### src/rtl/output_limit_ctrl.sv
// -----------------------------------------------------------------------------
// output_limit_ctrl
//
// Purpose:
//   Sits on IFCLK between the upstream output FIFO (first-word-fall-through
//   read port) and the high-speed I/O block. Every data word passes through a
//   2-entry prefetch buffer, so dout comes straight from a register. In limit
//   mode the host latches a word budget with a one-cycle pulse, and the block
//   releases exactly that many words downstream. In pass-all mode every
//   buffered word is released.
//
// Ports:
//   CLK                    in   IFCLK domain clock
//   RST                    in   synchronous, active-high reset
//   up_dout                in   upstream FWFT head word (valid when !up_empty)
//   up_empty               in   upstream FIFO empty
//   up_count               in   upstream occupancy in words
//   up_rd_en               out  consume the upstream head word this cycle
//   dout                   out  registered head word presented downstream
//   empty                  out  no word may be released downstream
//   rd_en                  in   downstream consumes dout this cycle
//   mode_limit             in   1 = limit mode, 0 = pass-all
//   reg_output_limit       in   one-cycle pulse: latch a new limit
//   output_limit           out  last latched limit, in words
//   output_limit_not_done  out  latched limit not yet fully sent
// -----------------------------------------------------------------------------
module output_limit_ctrl #(
  parameter int WORD_W     = 16,
  parameter int LIMIT_W    = 16,
  parameter int UP_COUNT_W = 13
) (
  input  logic                  CLK,
  input  logic                  RST,
  input  logic [WORD_W-1:0]     up_dout,
  input  logic                  up_empty,
  input  logic [UP_COUNT_W-1:0] up_count,
  output logic                  up_rd_en,
  output logic [WORD_W-1:0]     dout,
  output logic                  empty,
  input  logic                  rd_en,
  input  logic                  mode_limit,
  input  logic                  reg_output_limit,
  output logic [LIMIT_W-1:0]    output_limit,
  output logic                  output_limit_not_done
);

  // avail needs one extra bit: full upstream FIFO plus two buffered words
  localparam int AVAIL_W = UP_COUNT_W + 1;
  // common width used to compare avail against the largest representable limit
  localparam int WIDE_W  = (AVAIL_W > LIMIT_W) ? AVAIL_W : LIMIT_W;

  // Clamp a word count to the largest value the limit register can hold.
  function automatic logic [LIMIT_W-1:0] sat_to_limit(input logic [WIDE_W-1:0] value);
    logic [WIDE_W-1:0]  max_value;
    logic [LIMIT_W-1:0] result;
    max_value = WIDE_W'({LIMIT_W{1'b1}});
    if (value > max_value) begin
      result = {LIMIT_W{1'b1}};
    end else begin
      result = value[LIMIT_W-1:0];
    end
    return result;
  endfunction

  logic [WORD_W-1:0]  head_r;
  logic [WORD_W-1:0]  tail_r;
  logic [1:0]         buf_cnt_r;
  logic [LIMIT_W-1:0] remaining_r;
  logic [LIMIT_W-1:0] output_limit_r;
  logic               not_done_r;

  logic               empty_s;
  logic               pop_s;
  logic               push_s;
  logic [AVAIL_W-1:0] avail_s;
  logic [LIMIT_W-1:0] latch_val_s;
  logic [LIMIT_W-1:0] remaining_next_s;
  logic [LIMIT_W-1:0] output_limit_next_s;

  // Release/consume handshakes and the word count available for a new limit.
  always_comb begin
    empty_s = (buf_cnt_r == 2'd0) | (mode_limit & (remaining_r == {LIMIT_W{1'b0}}));
    pop_s   = rd_en & ~empty_s;
    // Reset is folded in so nothing is pulled from upstream while it is held.
    push_s  = ~RST & ~up_empty & ((buf_cnt_r < 2'd2) | pop_s);
    avail_s = {1'b0, up_count} + {{(AVAIL_W-2){1'b0}}, buf_cnt_r};
    latch_val_s = sat_to_limit(WIDE_W'(avail_s));
  end

  // Next value of the word budget and of the reported limit.
  always_comb begin
    remaining_next_s    = remaining_r;
    output_limit_next_s = output_limit_r;
    if (!mode_limit) begin
      // pass-all: the budget is dropped, the reported limit is kept
      remaining_next_s = {LIMIT_W{1'b0}};
    end else if (pop_s) begin
      // a pop implies remaining_r != 0, so any simultaneous pulse is ignored
      remaining_next_s = remaining_r - {{(LIMIT_W-1){1'b0}}, 1'b1};
    end else if (reg_output_limit && (remaining_r == {LIMIT_W{1'b0}})) begin
      remaining_next_s    = latch_val_s;
      output_limit_next_s = latch_val_s;
    end else begin
      remaining_next_s    = remaining_r;
      output_limit_next_s = output_limit_r;
    end
  end

  // Two-entry prefetch buffer; head_r drives dout directly.
  always_ff @(posedge CLK) begin
    if (RST) begin
      head_r    <= {WORD_W{1'b0}};
      tail_r    <= {WORD_W{1'b0}};
      buf_cnt_r <= 2'd0;
    end else begin
      case ({push_s, pop_s})
        2'b10: begin
          if (buf_cnt_r == 2'd0) begin
            head_r <= up_dout;
          end else begin
            tail_r <= up_dout;
          end
          buf_cnt_r <= buf_cnt_r + 2'd1;
        end
        2'b01: begin
          head_r    <= tail_r;
          buf_cnt_r <= buf_cnt_r - 2'd1;
        end
        2'b11: begin
          // occupancy unchanged; the incoming word goes behind the survivor
          if (buf_cnt_r == 2'd1) begin
            head_r <= up_dout;
          end else begin
            head_r <= tail_r;
            tail_r <= up_dout;
          end
        end
        default: begin
          buf_cnt_r <= buf_cnt_r;
        end
      endcase
    end
  end

  // Limit state registers; not_done tracks the next budget so it moves with it.
  always_ff @(posedge CLK) begin
    if (RST) begin
      remaining_r    <= {LIMIT_W{1'b0}};
      output_limit_r <= {LIMIT_W{1'b0}};
      not_done_r     <= 1'b0;
    end else begin
      remaining_r    <= remaining_next_s;
      output_limit_r <= output_limit_next_s;
      not_done_r     <= (remaining_next_s != {LIMIT_W{1'b0}});
    end
  end

  assign dout                  = head_r;
  assign empty                 = empty_s;
  assign up_rd_en              = push_s;
  assign output_limit          = output_limit_r;
  assign output_limit_not_done = not_done_r;

endmodule
### config.mk
export PLATFORM = sky130hd
export DESIGN_NAME = output_limit_ctrl
export DESIGN_NICKNAME = d
export VERILOG_FILES = /design/src/rtl/output_limit_ctrl.sv
export SDC_FILE = /design/constraint.sdc
export NUM_CORES = 1
export LEC_CHECK = 0
export ABC_AREA = 1
export BUFFER_PORTS_ARGS = -buffer_cell sky130_fd_sc_hd__buf_2
export CORE_MARGIN = 2
export CORE_UTILIZATION = 50
export CTS_CLUSTER_DIAMETER = 100
export DETAILED_ROUTE_END_ITERATION = 10
export HOLD_SLACK_MARGIN = 0.05
export PLACE_DENSITY = 0.73
export SYNTH_ARGS = -nofsm -noshare
export SYNTH_HDL_FRONTEND = slang
export SYNTH_SLANG_ARGS = --single-unit
### constraint.sdc
create_clock -name CLK -period 6.2 [get_ports CLK]
set_input_delay 1.24 -clock CLK [delete_from_list [all_inputs] [get_ports CLK]]
set_output_delay 1.24 -clock CLK [all_outputs]
set_load 0.02 [all_outputs]
==> out/metrics.cfg <==
[timing]
setup_tns_ns=0
hold_viol=0
setup_violations=0
drv_slew=0
rsz0062_at_grt=no
hold_slack_ns=0.456
finClkSkew_ns=0.00972
worst_pin_slew_ns=1.00
fin_crit_sh_pct=61.4
fin_crit_ns=3.81
slew_headroom_pct=33.1
timing.fmax_mhz=263

[grt]
grt_antenna_before_repair=0
grt_usage_pct=22.9
grt_pass1_vias=3464
grt_remaining_overflow=0
grt_pass1_wl_mm=15.5
grt_max_degree=37

[cts]
clk_latency_ns=0.35
htree_levels=3
cts-root-buf=clkbuf_8
clock-sinks=65
postCtsResizedCells=0
cts_tree=yes
clockBufferDepth=2
cts_setup_buffers=0
clk_pin_slew_ns=0.08
ctsHoldBuffers=0
cts-buffers-inserted=9

[finish]
postLayoutCellArea_um2=4350
finalNetCount=674
drive_gt1_share_pct=16.3
multi_input_area_um2=1980
fillers=703
utilization_pct=59.4
regArea_um2=1300
antennaDiodeCount=0
area_growth_pct=13.7

[logic_synthesis]
async_flop_share_pct=0
yosysTopAreaCell=dfxtp_1
ys_warn_count=0
synth.most_common_cell=inv_1
synth.yosys.seq_area_share_pct=34.0
ys_types=33
synth_common_cells=inv_1 (107), nand2_1 (106), dfxtp_1 (65)
synth_area_leaders=dfxtp_1 (34%), inv_1 (10%), nand2_1 (10%), nor2_1 (5.7%), a21oi_1 (5.4%)
avgSynthCellArea_um2=6.67
synth_seq_cells=65
synth_top_area_share_pct=34.0
synth-edff-count=0
syn_inst=574
synth_ff_type=dfxtp_1
syn_area_um2=3830

[power_and_ir_drop]
p_per_area_nw_per_um2=535
cellLeakagePower_nw=2.31
p_total_mw=2.33
peakVddDrop_uv=201

[min_path]
hold_path.class=reg -> reg

[detailed_routing]
post_drt_wl_per_cell_um=12.5
route.met2.wl_mm=4.29
drt-met1-wl_mm=4.19
vias=3692
ant_nets=0
drt_wl_total_mm=9.16
highest_layer=met4
first_iter_violations=161
via_per_inst=5.04
route.met3.wl_um=500
drc=0
dr.pass1.iters=4

[worst_setup_path]
critPathRequiredTime_ns=4.96
cp_slowest_cell=buf_2
critPathMaxStageDelay_ns=0.35
arrival_ns=2.57
r2r_setup_slack_ns=2.92
endpoint_kind=primary output
worstSetupPathType=in -> out
critPathMaxFanout=24
path_cells=buf_2, nand3_4, nand3_4, nand2_1, nand2_1, inv_1, buf_2
crit_path_start_kind=primary input

[placed_design]
dpl-instance-area_um2=4150
numPortBuffers=67
dpl.hpwl_mm=6.62
gp_congestion=0.961

[floorplanning]
core_um2=7330
io_pins=70
initial_core_util_pct=52.2
die-width_um=91.5
die_h_um=91.5
die-area_um2=8370
rows=31

[job]
maxCapViolations=0

[run_status]
status=finished clean

-- where the power goes --
group / leakage (nW) / switching, mW / internal, mW
logic: 1.67 / 0.887 / 0.439
clock network: 0.104 / 0.181 / 0.189
registers: 0.532 / 0.0763 / 0.558
-- path summary, 6_finish.rpt --
| kind | cells past startpoint | to | startpoint |
|---|---|---|---|
| worst min register to register | 2 | tail_r[15] | tail_r[15] |
| worst max-delay path | 7 | up_rd_en | mode_limit |
| worst min-delay path | 2 | tail_r[15] | tail_r[15] |
| worst max register to register | 13 | tail_r[14] | buf_cnt_r[1] |
-- final cells by class --
class	count	area share, %
well taps	99	2.85
repair buffers	67	7.71
inverters	109	9.40
clock inverters	7	1.81
flip-flops and latches	65	29.9
multi-input cells	376	45.5
clock buffers	9	2.85
-- critical path, delay by kind of cell --
family | cells | cell delay [ns]
buffers and inverters | 3 | 0.61
and+or+nand+nor | 4 | 0.71
-- metrics by stage --
step                worst slack, ns  instances
global placement               2.44        716
finish                         2.39        732
global route                   2.18        732
CTS                            2.42        732
floorplan                      2.78        575
detailed placement             2.31        716
-- layer usage --
layer	global-route usage, %	vias to the layer above
met4	8.33	0
met5	0	-
met1	29.1	1636
met2	38.1	103
li1	-	1937
met3	5.06	16
-- registers in the layout, indices dropped and copies added (netlist names) --
register,flops
buf_cnt_r,2
output_limit_not_done,1
tail_r,16
remaining_r,16
dout,16
output_limit,14
-- cell families (layout without fill, tap and decap cells) --
family / Yosys count / in the layout / synth area share, %
fa+ha+maj: 11 / 11 / 3.79
simple gates: 237 / 237 / 28.6
flops: 65 / 65 / 34.0
buf+inv: 134 / 192 / 14.4
xor+xnor: 13 / 13 / 2.97
compound gates: 113 / 113 / 16.2
other cells: 1 / 2 / 0.0979
-- placed cells by master (no fill, tap or decap), drive strengths merged --
master  count
inv       110
a21oi      42
nand3      44
a31oi       3
conb        2
clkinv      5
bufinv      1
nand4      17
ha         10
nand3b      3
nand2     107
xnor2       1
fa          1
buf        67
o21ai      50
clkbuf      9
o211a       1
dfxtp      65
xor2       12
o22ai      16
nor2       66
o21bai      1
(Power assumes the default switching activity.)
